$ cat src/rtl/weight_agg_pkg.sv
// weight_agg_pkg
//   Shared types and default sizes for the weight input aggregator.
//   - agg_state_t : FSM states of the aggregator (FILL / WAIT_SWITCH)
//   - DEF_OC0, DEF_DATA_WIDTH : default packing factor and word width
//   - DEF_ENTRY_WIDTH : width of one packed bank entry (OC0 * DATA_WIDTH)
package weight_agg_pkg;

    typedef enum logic {
        FILL        = 1'b0,
        WAIT_SWITCH = 1'b1
    } agg_state_t;

    localparam int DEF_OC0         = 4;
    localparam int DEF_DATA_WIDTH  = 16;
    localparam int DEF_ENTRY_WIDTH = DEF_OC0 * DEF_DATA_WIDTH;

endpackage

$ cat src/rtl/weight_entry_packer.sv
// weight_entry_packer
//   Collects OC0 accepted words into one bank entry.
//   Ports:
//     clk, rst_n   : clock, synchronous active-high reset
//     clear        : drop any partial entry and restart at lane 0
//     accept       : a word is taken this cycle
//     data         : the word being taken
//     entry_done   : combinational, high when the accepted word completes an entry
//     entry_data   : packed entry (lane 0 in LSBs), valid with entry_done
module weight_entry_packer
    import weight_agg_pkg::*;
#(
    parameter int DATA_WIDTH = DEF_DATA_WIDTH,
    parameter int OC0        = DEF_OC0
) (
    input  logic                      clk,
    input  logic                      rst_n,
    input  logic                      clear,
    input  logic                      accept,
    input  logic [DATA_WIDTH-1:0]     data,
    output logic                      entry_done,
    output logic [OC0*DATA_WIDTH-1:0] entry_data
);

    localparam int CNT_W = (OC0 > 1) ? $clog2(OC0) : 1;
    localparam logic [CNT_W-1:0] LAST_LANE = CNT_W'(OC0 - 1);

    logic [CNT_W-1:0]      cnt;
    logic [DATA_WIDTH-1:0] lanes [OC0];

    // Lane counter is control: reset and clear both restart it.
    always_ff @(posedge clk) begin
        if (rst_n || clear) begin
            cnt <= '0;
        end else if (accept) begin
            cnt <= (cnt == LAST_LANE) ? '0 : cnt + CNT_W'(1);
        end
    end

    // Lane storage is datapath only; stale contents are never exposed because
    // an entry is emitted only after every lane has been rewritten.
    always_ff @(posedge clk) begin
        if (accept) begin
            lanes[cnt] <= data;
        end
    end

    assign entry_done = accept && (cnt == LAST_LANE);

    // The final lane is taken straight from the input so the entry is
    // available in the same cycle its last word is accepted.
    always_comb begin
        entry_data = '0;
        for (int i = 0; i < OC0; i++) begin
            entry_data[i*DATA_WIDTH +: DATA_WIDTH] = (i == OC0 - 1) ? data : lanes[i];
        end
    end

endmodule

$ cat src/rtl/weight_input_aggregator.sv
// weight_input_aggregator
//   Packs a valid/ready stream of weight words into bank entries and writes
//   them into the write bank of the weight double buffer. After the last
//   entry of a bank it pulses bank_full and stalls until bank_switch.
//   Ports:
//     clk, rst_n            : clock, synchronous active-high reset
//     config_enable/_data   : load bank depth (entries), restart the bank
//     weights_data/_valid   : incoming word stream
//     weights_ready         : stream can be accepted this cycle
//     wen, waddr, wdata     : registered bank write (one cycle after entry completes)
//     bank_full             : pulse with the wen of the last entry
//     bank_switch           : consumer acknowledges swap (only in WAIT_SWITCH)
//   Optional build macro WEIGHT_AGG_STATUS_EN adds output fill_level, the
//   number of entries written into the current bank.
module weight_input_aggregator
    import weight_agg_pkg::*;
#(
    parameter int DATA_WIDTH      = DEF_DATA_WIDTH,
    parameter int OC0             = DEF_OC0,
    parameter int BANK_ADDR_WIDTH = 32,
    parameter int CONFIG_WIDTH    = 32
) (
    input  logic                       clk,
    input  logic                       rst_n,
    input  logic                       config_enable,
    input  logic [CONFIG_WIDTH-1:0]    config_data,
    input  logic [DATA_WIDTH-1:0]      weights_data,
    input  logic                       weights_valid,
    output logic                       weights_ready,
    output logic                       wen,
    output logic [BANK_ADDR_WIDTH-1:0] waddr,
    output logic [OC0*DATA_WIDTH-1:0]  wdata,
    output logic                       bank_full,
    input  logic                       bank_switch
`ifdef WEIGHT_AGG_STATUS_EN
    ,
    output logic [BANK_ADDR_WIDTH-1:0] fill_level
`endif
);

    localparam int EW = OC0 * DATA_WIDTH;

    agg_state_t                 state, state_nxt;
    logic [BANK_ADDR_WIDTH-1:0] depth;
    logic [BANK_ADDR_WIDTH-1:0] idx;
    logic [BANK_ADDR_WIDTH-1:0] last_idx;
    logic                       accept_p0;
    logic                       entry_vld_p0;
    logic [EW-1:0]              entry_data_p0;
    logic                       is_last;

    // A config write wins over a simultaneous handshake; the word is dropped.
    assign accept_p0 = weights_valid && weights_ready && !config_enable;

    // Depth 0 behaves as a single-entry bank.
    assign last_idx = (depth == '0) ? '0 : depth - BANK_ADDR_WIDTH'(1);
    assign is_last  = (idx == last_idx);

    weight_entry_packer #(
        .DATA_WIDTH (DATA_WIDTH),
        .OC0        (OC0)
    ) u_packer (
        .clk        (clk),
        .rst_n      (rst_n),
        .clear      (config_enable),
        .accept     (accept_p0),
        .data       (weights_data),
        .entry_done (entry_vld_p0),
        .entry_data (entry_data_p0)
    );

    always_ff @(posedge clk) begin
        if (rst_n) begin
            state <= FILL;
        end else begin
            state <= state_nxt;
        end
    end

    always_comb begin
        state_nxt = state;
        if (config_enable) begin
            state_nxt = FILL;
        end else begin
            case (state)
                FILL:        if (entry_vld_p0 && is_last) state_nxt = WAIT_SWITCH;
                WAIT_SWITCH: if (bank_switch)             state_nxt = FILL;
                default:                                  state_nxt = FILL;
            endcase
        end
    end

    // Ready is held low while reset is applied so nothing is accepted then.
    always_comb begin
        weights_ready = (state == FILL) && !rst_n;
    end

    always_ff @(posedge clk) begin
        if (rst_n) begin
            depth <= '0;
            idx   <= '0;
        end else if (config_enable) begin
            depth <= config_data[BANK_ADDR_WIDTH-1:0];
            idx   <= '0;
        end else if (entry_vld_p0) begin
            idx <= is_last ? '0 : idx + BANK_ADDR_WIDTH'(1);
        end
    end

    // ---- p0 -> p1: registered bank write ----
    always_ff @(posedge clk) begin
        if (rst_n) begin
            wen       <= 1'b0;
            bank_full <= 1'b0;
            waddr     <= '0;
            wdata     <= '0;
        end else begin
            wen       <= entry_vld_p0;
            bank_full <= entry_vld_p0 && is_last;
            if (entry_vld_p0) begin
                waddr <= idx;
                wdata <= entry_data_p0;
            end
        end
    end

`ifdef WEIGHT_AGG_STATUS_EN
    // Counts alongside wen; naturally sits at depth while waiting for the swap.
    always_ff @(posedge clk) begin
        if (rst_n || config_enable) begin
            fill_level <= '0;
        end else if (state == WAIT_SWITCH && bank_switch) begin
            fill_level <= '0;
        end else if (entry_vld_p0) begin
            fill_level <= fill_level + BANK_ADDR_WIDTH'(1);
        end
    end
`endif

endmodule

$ cat config.mk
export PLATFORM = sky130hd
export DESIGN_NAME = weight_input_aggregator
export DESIGN_NICKNAME = d
export VERILOG_FILES = /design/src/rtl/weight_agg_pkg.sv /design/src/rtl/weight_entry_packer.sv /design/src/rtl/weight_input_aggregator.sv
export SDC_FILE = /design/constraint.sdc
export NUM_CORES = 1
export LEC_CHECK = 0
export CAP_MARGIN = 20
export CORE_MARGIN = 2
export CORE_UTILIZATION = 35
export CTS_BUF_LIST = sky130_fd_sc_hd__clkbuf_2 sky130_fd_sc_hd__clkbuf_4 sky130_fd_sc_hd__clkbuf_8
export CTS_CLUSTER_DIAMETER = 30
export DETAILED_ROUTE_END_ITERATION = 7
export PLACE_DENSITY_LB_ADDON = 0.2
export SETUP_SLACK_MARGIN = 0.02
export SYNTH_ARGS = -nofsm -noshare
export SYNTH_HDL_FRONTEND = slang
export SYNTH_SLANG_ARGS = --single-unit
$ cat constraint.sdc
create_clock -name clk -period 3.3 [get_ports clk]
set_clock_uncertainty 0.05 [all_clocks]
set_input_delay 0.33 -clock clk [delete_from_list [all_inputs] [get_ports clk]]
set_output_delay 0.33 -clock clk [all_outputs]
set_load 0.02 [all_outputs]
Word-level counts from Yosys, hierarchy flattened
Memories as Yosys holds them, arrays and structs flattened. A register that Yosys moved wholly into a read port is not among the register bits.
Cells that the tools add are included.
{ "totals": {"ff_bits": 165, "mem_bits_rw": 64, "inputBits": 53, "elab_cells": 33, "memories": 1} }
{ "classes": {"addsub": 3, "n_eq_ne": 2, "mux": 8, "bitwise": 1, "n_reduce_logical": 10} }
{ "memory_table": {"columns": ["name", "depth", "width", "read_ports", "rd_ports_with_merged_regs", "wr", "line", "rtl"], "rows": [
  ["u_packer.lanes", 4, 16, 3, 3, 1, "weight_entry_packer.sv:29", "logic [DATA_WIDTH-1:0] lanes [OC0];"]
]} }
{ "ops": {"columns": ["operator", "count"], "rows": [
  ["two-way mux 32 bit", 2],
  ["adder 32 x 1 -> 32 bit (second input constant)", 1],
  ["equality test 32 bit", 1],
  ["zero test 32 bit", 1],
  ["subtractor 32 x 1 -> 32 bit (second input constant)", 1],
  ["logical AND 1 bit", 5],
  ["two-way mux 1 bit", 4],
  ["adder 2 x 1 -> 2 bit (second input constant)", 1],
  ["equality test 2 bit (second input constant)", 1],
  ["zero test 1 bit", 2],
  ["two-way mux 2 bit", 1],
  ["one-hot mux 1 bit (2 select lines)", 1],
  ["OR reduction 2 bit", 1],
  ["logical OR 1 bit", 1],
  ["NOT 1 bit", 1]
]} }

Logic depth before layout (Yosys ltp)
Gate-level depths: netlist of run 1.
{ "logic_depth": {"word_depth": 8, "mapped_depth": 13, "ltp_nobuf": 11} }

By module
A second synthesis of run 1 with hierarchy kept.
{ "unflattened": {"hier_cells": 983, "hier_area_um2": 9751.9} }
{ "modules_own_cells": {"columns": ["mod", "instances", "cells_each", "area_per_inst_um2"], "rows": [
  ["weight_input_aggregator", 1, 902, 8025.2],
  ["weight_entry_packer", 1, 81, 1726.7]
]} }

Worst setup path after synthesis of run 1
Ideal clock, no wire load.
{ "synth_path": {"kind": "register -> register", "startpoint": "reg depth[2]", "endpoint": "reg idx[15]", "setup_ps": 131, "arrival_ps": 3353, "path_slack_ps": -234, "path_stages_with_launch": 12, "period_less_slack_ps": 3534, "path_cell_list": "dfxtp_1 -> buf_6 -> or4_4 -> or4_4 -> or3_4 -> xnor2_1 -> a21o_1 -> a21oi_1 -> or4_4 -> nor4b_4 -> buf_6 -> nor3_1"} }
{ "synth_between": {"elab_chain_cells": 4} }
{ "synth_lines": {"columns": ["element", "line", "rtl"], "rows": [
  ["start: declaration", "weight_input_aggregator.sv:44", "logic [BANK_ADDR_WIDTH-1:0] depth;"],
  ["start signal: assignment", "weight_input_aggregator.sv:103", "depth <= config_data[BANK_ADDR_WIDTH-1:0];"],
  ["subtractor 32 x 1 -> 32 bit or zero test 32 bit (tied branches)", "weight_input_aggregator.sv:56", "assign last_idx = (depth == '0) ? '0 : depth - BANK_ADDR_WIDTH'(1);"],
  ["two-way mux 32 bit *", "weight_input_aggregator.sv:56", null],
  ["equality test 32 bit *", "weight_input_aggregator.sv:57", "assign is_last = (idx == last_idx);"],
  ["two-way mux 32 bit *", "weight_input_aggregator.sv:106", "idx <= is_last ? '0 : idx + BANK_ADDR_WIDTH'(1);"],
  ["end signal: assignment", "weight_input_aggregator.sv:106", null],
  ["end: declaration", "weight_input_aggregator.sv:45", "logic [BANK_ADDR_WIDTH-1:0] idx;"]
]} }
Every way passes the cells marked *; elsewhere a longest branch is shown, timed or not.
A chain may end at the register's enable or synchronous reset.

Worst setup path in the final report of run 1
{ "layout_path": {"startpoint": "reg depth[3]", "endpoint": "reg idx[9]"} }
The elaborated chain is that of the path after synthesis.

==> metrics.txt, run 1 <==
status=complete, but fails checks; failing checks=DRC, setup timing; Starting Density=35.7%; GRT overflow=0; required time of the worst setup path=3.65 ns; Die W=167 um; Post-synth EDFFs=48; CP max-delay cell=or4_4; clock root buffer=clkbuf_8; Main synth FF type=dfxtp_1; Std-Cell Rows=59; Area Growth Syn to Fin=36.3%; Peak Freq=278 MHz; antenna violations before repair=2; final WL=27,000 um; I/O Buffers=151; Worst Hold Slack=0.192 ns; CP Class=flop to flop; gr usage total=18.7%; clock transition at the registers of the reported paths=0.05 ns; non-filler cells, final=1,608; Placer Congestion=0.908; Avg Inst Size Synth=9.09 um^2; Max-Cap Viols=0; die footprint=0.0280 mm^2; Via density=5.03; Placed Instances=1,511; fraction of power consumed by the clock network=49.0%; total CTS buffers=48; Yosys cell types=77; Ant. Diodes=0; cell area power density=507 mW/mm^2; Pint=0.00486 W; Comb pwr share=8.7%; Post-DP Area=0.0115 mm^2; DR pass1 iterations=7; Synth Net Count=1,085; Tot Pwr=0.00644 W; number of fillers in the final layout=2,554; first-pass GRT wire length=42,100 um; Switching Fraction=24.4%; mapped cell area=0.00932 mm^2; ANT nets after route=0; Pins Over Slew Limit=0; most common cell after layout, fill and taps aside=nand2_1; Peak supply drop=0.000298 V; Core Box Area=0.0261 mm^2; Initial DRC Count=532; Final Instance Area=0.0127 mm^2; CTS tree=done; Wirelength per Cell=16.8 um; most frequent cells in the layout=nand2_1, dfxtp_1, clkdlybuf4s50_1, a21oi_1, buf_4; cell mode on critical path=or4_4; crit end category=flop; H-tree Lvls=2; max incr delay on CP=0.55 ns; Final min period=3.60 ns; final hold vios=0; worst endpoint data arrival time=3.95 ns; vias in the first global route=7,779; Slew HR=36.1%; # IOs=152; TritonCTS sink count=213; register bit total from synthesis=213; DRC=8; hold buffer count at cts=0; DIE HEIGHT=167 um; layout cells sized above 1=16.8%; Final #Nets=1,292; Tcrit/Tclk final=109%; type of the tightest min-delay check=input port to flop; worst-margin pin slew=0.959 ns; Clock Tree Buf Depth=3; leak pwr=4.55 nW; CP startpoint kind=flop; worst-path cell chain=or4_4, or4_4, or3_4, xnor2_2, a21o_1, a21oi_2, or4_4, nor4b_4, buf_6, clkbuf_16, nor3_1; hpwl dp=18,800 um; Vias=8,093; FFs w/ async S/R, synth=0%; worst setup margin=-0.297 ns; RSZ-0062 raised after global routing=yes; pin count of the biggest net entering global routing=97; Setup violations, final=32; Reg power frac=42.4%; Synth Instances=1,026; CP Max Fanout=8; Clock Latency Late Sink=0.57 ns; Synth Warn #=0; share of the yosys chip area belonging to registers=50.9%; sw power=0.00157 W
==> worst max-delay path: cells and delay by family, from the launching register on <==
| kind | cells | cell delay (ns) |
|---|---|---|
| buffers and inverters | 2 | 0.34 |
| flip-flops | 1 | 0.34 |
| XOR/XNOR | 1 | 0.17 |
| AND/OR/NAND/NOR | 6 | 2.35 |
| AO/OA/AOI/OAI | 2 | 0.20 |
==> flip-flops by register name, summed over array words and instances, names as in the netlist <==
| register | flops |
|---|---|
| depth | 32 |
| wen | 1 |
| wdata | 64 |
| waddr | 32 |
| idx | 32 |
| bank_full | 1 |
| u_packer.lanes | 48 |
| u_packer.cnt | 2 |
| state | 1 |
==> stage by stage <==
stage,TNS [ns],worst slack (ns),utilization (%)
floorplan,-0.0637,-0.00620,-
global placement,-3.56,-0.124,43.9
detailed placement,-6.10,-0.211,43.9
CTS,-5.06,-0.189,48.2
global route,-11.74,-0.394,48.6
finish,-8.07,-0.297,48.6
==> final timing paths <==
kind,from,to,slack [ns],cells past startpoint
worst min register to register,waddr[20]$_SDFFE_PP0P_,waddr[20]$_SDFFE_PP0P_,0.40,2
worst max-delay path,depth[3]$_SDFFE_PP0P_,idx[9]$_SDFFE_PP0P_,-0.30,11
worst max register to register,depth[3]$_SDFFE_PP0P_,idx[9]$_SDFFE_PP0P_,-0.30,11
worst min-delay path,rst_n,idx[10]$_SDFFE_PP0P_,0.19,5
==> power groups by stage <==
stage	Clock, W	Combinational (W)	Sequential [W]
after floorplan	0	0.000296	0.00278
after global placement	0	0.000534	0.00278
after detailed placement	0	0.000538	0.00278
after CTS	0.00323	0.000552	0.00273
after global routing	0.00335	0.000604	0.00273
final	0.00315	0.000558	0.00273
==> Yosys cell counts (6+ instances only) <==
| cell | number | area [um^2] |
|---|---|---|
| nand2_1 | 227 | 852 |
| inv_1 | 10 | 37.5 |
| buf_6 | 9 | 101 |
| and3_1 | 13 | 81.3 |
| clkbuf_1 | 57 | 214 |
| nand3_1 | 18 | 90.1 |
| xnor2_1 | 38 | 333 |
| a21oi_1 | 110 | 551 |
| or3_1 | 7 | 43.8 |
| nor4_1 | 19 | 119 |
| o21ai_0 | 8 | 40.0 |
| nor2_1 | 71 | 267 |
| nand4_1 | 10 | 62.6 |
| mux2i_1 | 33 | 330 |
| xor2_1 | 25 | 219 |
| dfxtp_1 | 165 | 3300 |
| edfxtp_1 | 48 | 1440 |
| nand2b_1 | 6 | 37.5 |
| nor3_1 | 44 | 220 |
| ha_1 | 6 | 75.1 |
==> cells by family after synthesis <==
family	count (synthesis)	share of synthesized area (%)
multiplexers	34	3.66
flip-flops	213	50.9
adder cells (fa/ha/maj)	6	0.805
XOR/XNOR	65	6.42
AO/OA/AOI/OAI	161	10.1
AND/OR/NAND/NOR	459	23.2
buffers and inverters	88	4.84
==> final cells by class <==
class / instances / area, um^2 / area share, %
flip-flops and latches: 213 / 4750 / 37.4
multi-input cells: 725 / 4240 / 33.3
repair buffers: 235 / 2200 / 17.3
clock buffers: 67 / 828 / 6.52
well taps: 335 / 419 / 3.30
clock inverters: 23 / 235 / 1.85
inverters: 10 / 37.5 / 0.295
==> metal layers <==
metal | part of all wire (%) | global-route usage [%] | wire (um)
met5 | 0 | 0 | 0
met4 | 3.0 | 6.39 | 808
met3 | 8.9 | 5.89 | 2400
met2 | 44 | 28.7 | 11800
met1 | 44 | 24.9 | 12000
==> repair_timing <==
item,in CTS,in global routing
endpoints found under the setup margin,34,34
gates cloned,0,3
buffers inserted,2,2
pin swaps,1,5
resized for setup,7,8
(Power assumes the default switching activity.)
==> run 2: changes to the inputs <==
--- a/config.mk
+++ b/config.mk
@@ -5,11 +5,13 @@
 export SDC_FILE = /design/constraint.sdc
 export NUM_CORES = 1
 export LEC_CHECK = 0
+export ABC_AREA = 1
 export CAP_MARGIN = 20
+export CORE_ASPECT_RATIO = 1.25
 export CORE_MARGIN = 2
 export CORE_UTILIZATION = 35
 export CTS_BUF_LIST = sky130_fd_sc_hd__clkbuf_2 sky130_fd_sc_hd__clkbuf_4 sky130_fd_sc_hd__clkbuf_8
-export CTS_CLUSTER_DIAMETER = 30
+export CTS_CLUSTER_DIAMETER = 200
 export DETAILED_ROUTE_END_ITERATION = 7
 export PLACE_DENSITY_LB_ADDON = 0.2
 export SETUP_SLACK_MARGIN = 0.02
==> metrics.txt, run 2 <==
Met2 Wirelength=15,400 um (+30%); wl on met1=11,700 um (-2.5%); mapped cell area=0.00956 mm^2 (+2.5%); hpwl dp=22,500 um (+20%); die footprint=0.0286 mm^2 (+2.5%); Clock Tree Buf Depth=3 (unchanged); DRC=0 (-8); Std-Cell Rows=67 (+14%); pin count of the biggest net entering global routing=136 (+40%); GRT overflow=0 (unchanged); status=complete, no violations; Post-synth EDFFs=48 (unchanged); Yosys top cell by area=dfxtp_1; Final Instance Area=0.0122 mm^2 (-3.9%); post-layout util=45.5% (-3.1 points); Vias=8,856 (+9.4%); met3 WL=1940 um (-19%); Tot Pwr=0.00572 W (-11%); setup_tns=0 ns (+8.07 ns); TritonCTS sink count=213 (unchanged); DR pass1 iterations=6 (-1); Pins Over Slew Limit=0 (unchanged); Max-Cap Viols=0 (unchanged); main area contributors after synthesis=dfxtp_1, edfxtp_1, nor2_1; most common cell in the synthesized netlist=nor2_1; Tcrit/Tclk final=89.7% (-19 points); max FFs per register=64 (unchanged); crit end category=flop; Largest regs=wdata (64), u_packer.lanes (48); ANT nets after route=0 (unchanged); I/O Buffers=151 (unchanged); DIE HEIGHT=189 um (+13%); share of the yosys chip area belonging to registers=49.7% (-1.2 points); Top reg by flops=wdata; Reg power frac=47.9% (+5.5 points); CTS tree=done; Comb pwr share=9.4% (+0.7 points); Post-DP Area=0.0114 mm^2 (-0.32%); Peak supply drop=0.000322 V (+8.1%); register bit total from synthesis=213 (unchanged); Synth top cells by count=nor2_1, nand2_1, dfxtp_1; Final min period=2.96 ns (-0.636 ns); PostCTS Resize Cnt=0 (-7); Starting Density=35.6% (-0.054 points); layout cells sized above 1=6.92% (-9.9 points); Slew HR=49.8% (+14 points); hold buffer count at cts=0 (unchanged); Via density=4.87 (-3.3%); Synth Instances=1,291 (+26%); Avg Inst Size Synth=7.40 um^2 (-19%); most frequent cells in the layout=nor2_1, nand2_1, dfxtp_1, clkdlybuf4s50_1, o21ai_0; # IOs=152 (unchanged); Area Growth Syn to Fin=27.8%; Pint=0.00424 W (-13%); DR top layer=met4; Wirelength per Cell=16.8 um (-0.29%); Synth Net Count=1,350 (+24%); type of the tightest min-delay check=input port to flop; Synth Warn #=0 (unchanged); H-tree Lvls=2 (unchanged); Yosys cell types=30 (-61%); Ant. Diodes=0 (unchanged); fraction of power consumed by the clock network=42.8% (-6.2 points); CP startpoint kind=flop; Placer Congestion=0.908 (about the same); Core Box Area=0.0268 mm^2 (+2.7%); CP Class=flop to flop; CP Max Fanout=29 (+21); clock transition at the registers of the reported paths=0.06 ns (about the same); number of fillers in the final layout=2,792 (+9.3%); Main synth FF type=dfxtp_1; sw power=0.00148 W (-5.8%); Clock Latency Late Sink=0.53 ns (-0.04 ns); FFs w/ async S/R, synth=0% (unchanged); final hold vios=0 (unchanged); first-pass GRT wire length=47,500 um (+13%); Switching Fraction=25.9% (+1.5 points); clock root buffer=clkbuf_8; Post-CTS Setup Bufs=0 (-2); share of the synthesized area in the top cell type=34.6% (-0.86 points); total CTS buffers=36 (-25%); vias in the first global route=8,938 (+15%); leak pwr=4.91 nW (+8.0%); RSZ-0062 raised after global routing=no; most common cell after layout, fill and taps aside=nor2_1; reg2reg setup slack=0.34 ns (+0.64 ns); Setup violations, final=0 (-100%); Initial DRC Count=318 (-40%); cell area power density=469 mW/mm^2 (-7.5%); final WL=30,500 um (+13%); Peak Freq=338 MHz (+21%); worst-margin pin slew=0.753 ns (-0.206 ns); worst endpoint data arrival time=3.33 ns (-0.62 ns); Die W=152 um (-9.2%); Final #Nets=1,506 (+17%); required time of the worst setup path=3.67 ns (+0.02 ns); gr usage total=21.5% (+2.9 points); antenna violations before repair=0 (-2); Worst Hold Slack=0.390 ns (+0.198 ns)
[run 2: path summary, 6_finish.rpt]
kind / startpoint / to / cells after the start
max: depth[0]$_SDFFE_PP0P_ / idx[5]$_SDFFE_PP0P_ / 16
min: config_data[29] / depth[29]$_SDFFE_PP0P_ / 3
max reg2reg: depth[0]$_SDFFE_PP0P_ / idx[5]$_SDFFE_PP0P_ / 16
min reg2reg: waddr[2]$_SDFFE_PP0P_ / waddr[2]$_SDFFE_PP0P_ / 2
[run 2: final cells by class]
type	instances	area [um^2]	share of cell area (%)
repair buffers	169	1680	13.8
well taps	345	432	3.54
multi-input cells	909	4150	34.0
flip-flops and latches	213	4740	38.9
clock buffers	50	638	5.23
inverters	118	443	3.63
clock inverters	16	114	0.933
[run 2: cell families after synthesis]
| group | count (synthesis) | share of synthesized area, % |
|---|---|---|
| DFF | 213 | 49.7 |
| xor gates and xnor gates | 26 | 2.38 |
| and+or+nand+nor | 651 | 28.2 |
| adders and majority gates | 6 | 0.786 |
| buffers and inverters | 169 | 7.06 |
| AOI/OAI and AO/OA | 226 | 11.9 |
[run 2: power groups by stage]
stage / clock network [W] / registers (W) / logic (W)
2_1_floorplan: 0 / 0.00278 / 0.000332
3_3_place_gp: 0 / 0.00279 / 0.000535
3_5_place_dp: 0 / 0.00279 / 0.000535
4_1_cts: 0.00252 / 0.00274 / 0.000539
5_1_grt: 0.00263 / 0.00274 / 0.000601
6_report: 0.00245 / 0.00274 / 0.000537
[run 2: critical path, cell delays in order (launching register included)]
cell,delay [ns]
dfxtp_1,0.31
inv_1,0.13
ha_1,0.30
nand2_4,0.11
nor2_1,0.19
nand2_1,0.14
o21ai_0,0.43
nand3_1,0.13
nand2_1,0.12
inv_1,0.05
nor2_1,0.11
nand2_1,0.06
nor3_1,0.17
nand3_1,0.12
nand2_1,0.14
buf_12,0.21
nor2_1,0.06
[run 2: routing by layer]
metal | vias up | global-route usage (%)
met5 | - | 0
met4 | 0 | 10.3
met3 | 76 | 5.84
met2 | 230 | 38.8
met1 | 4061 | 22.8
li1 | 4489 | -
[run 2: stage by stage]
step / cells / setup WS [ns]
floorplan: 1291 / 0.822
global placement: 1754 / 0.342
detailed placement: 1754 / 0.279
CTS: 1820 / 0.276
global route: 1820 / 0.0522
finish: 1820 / 0.339
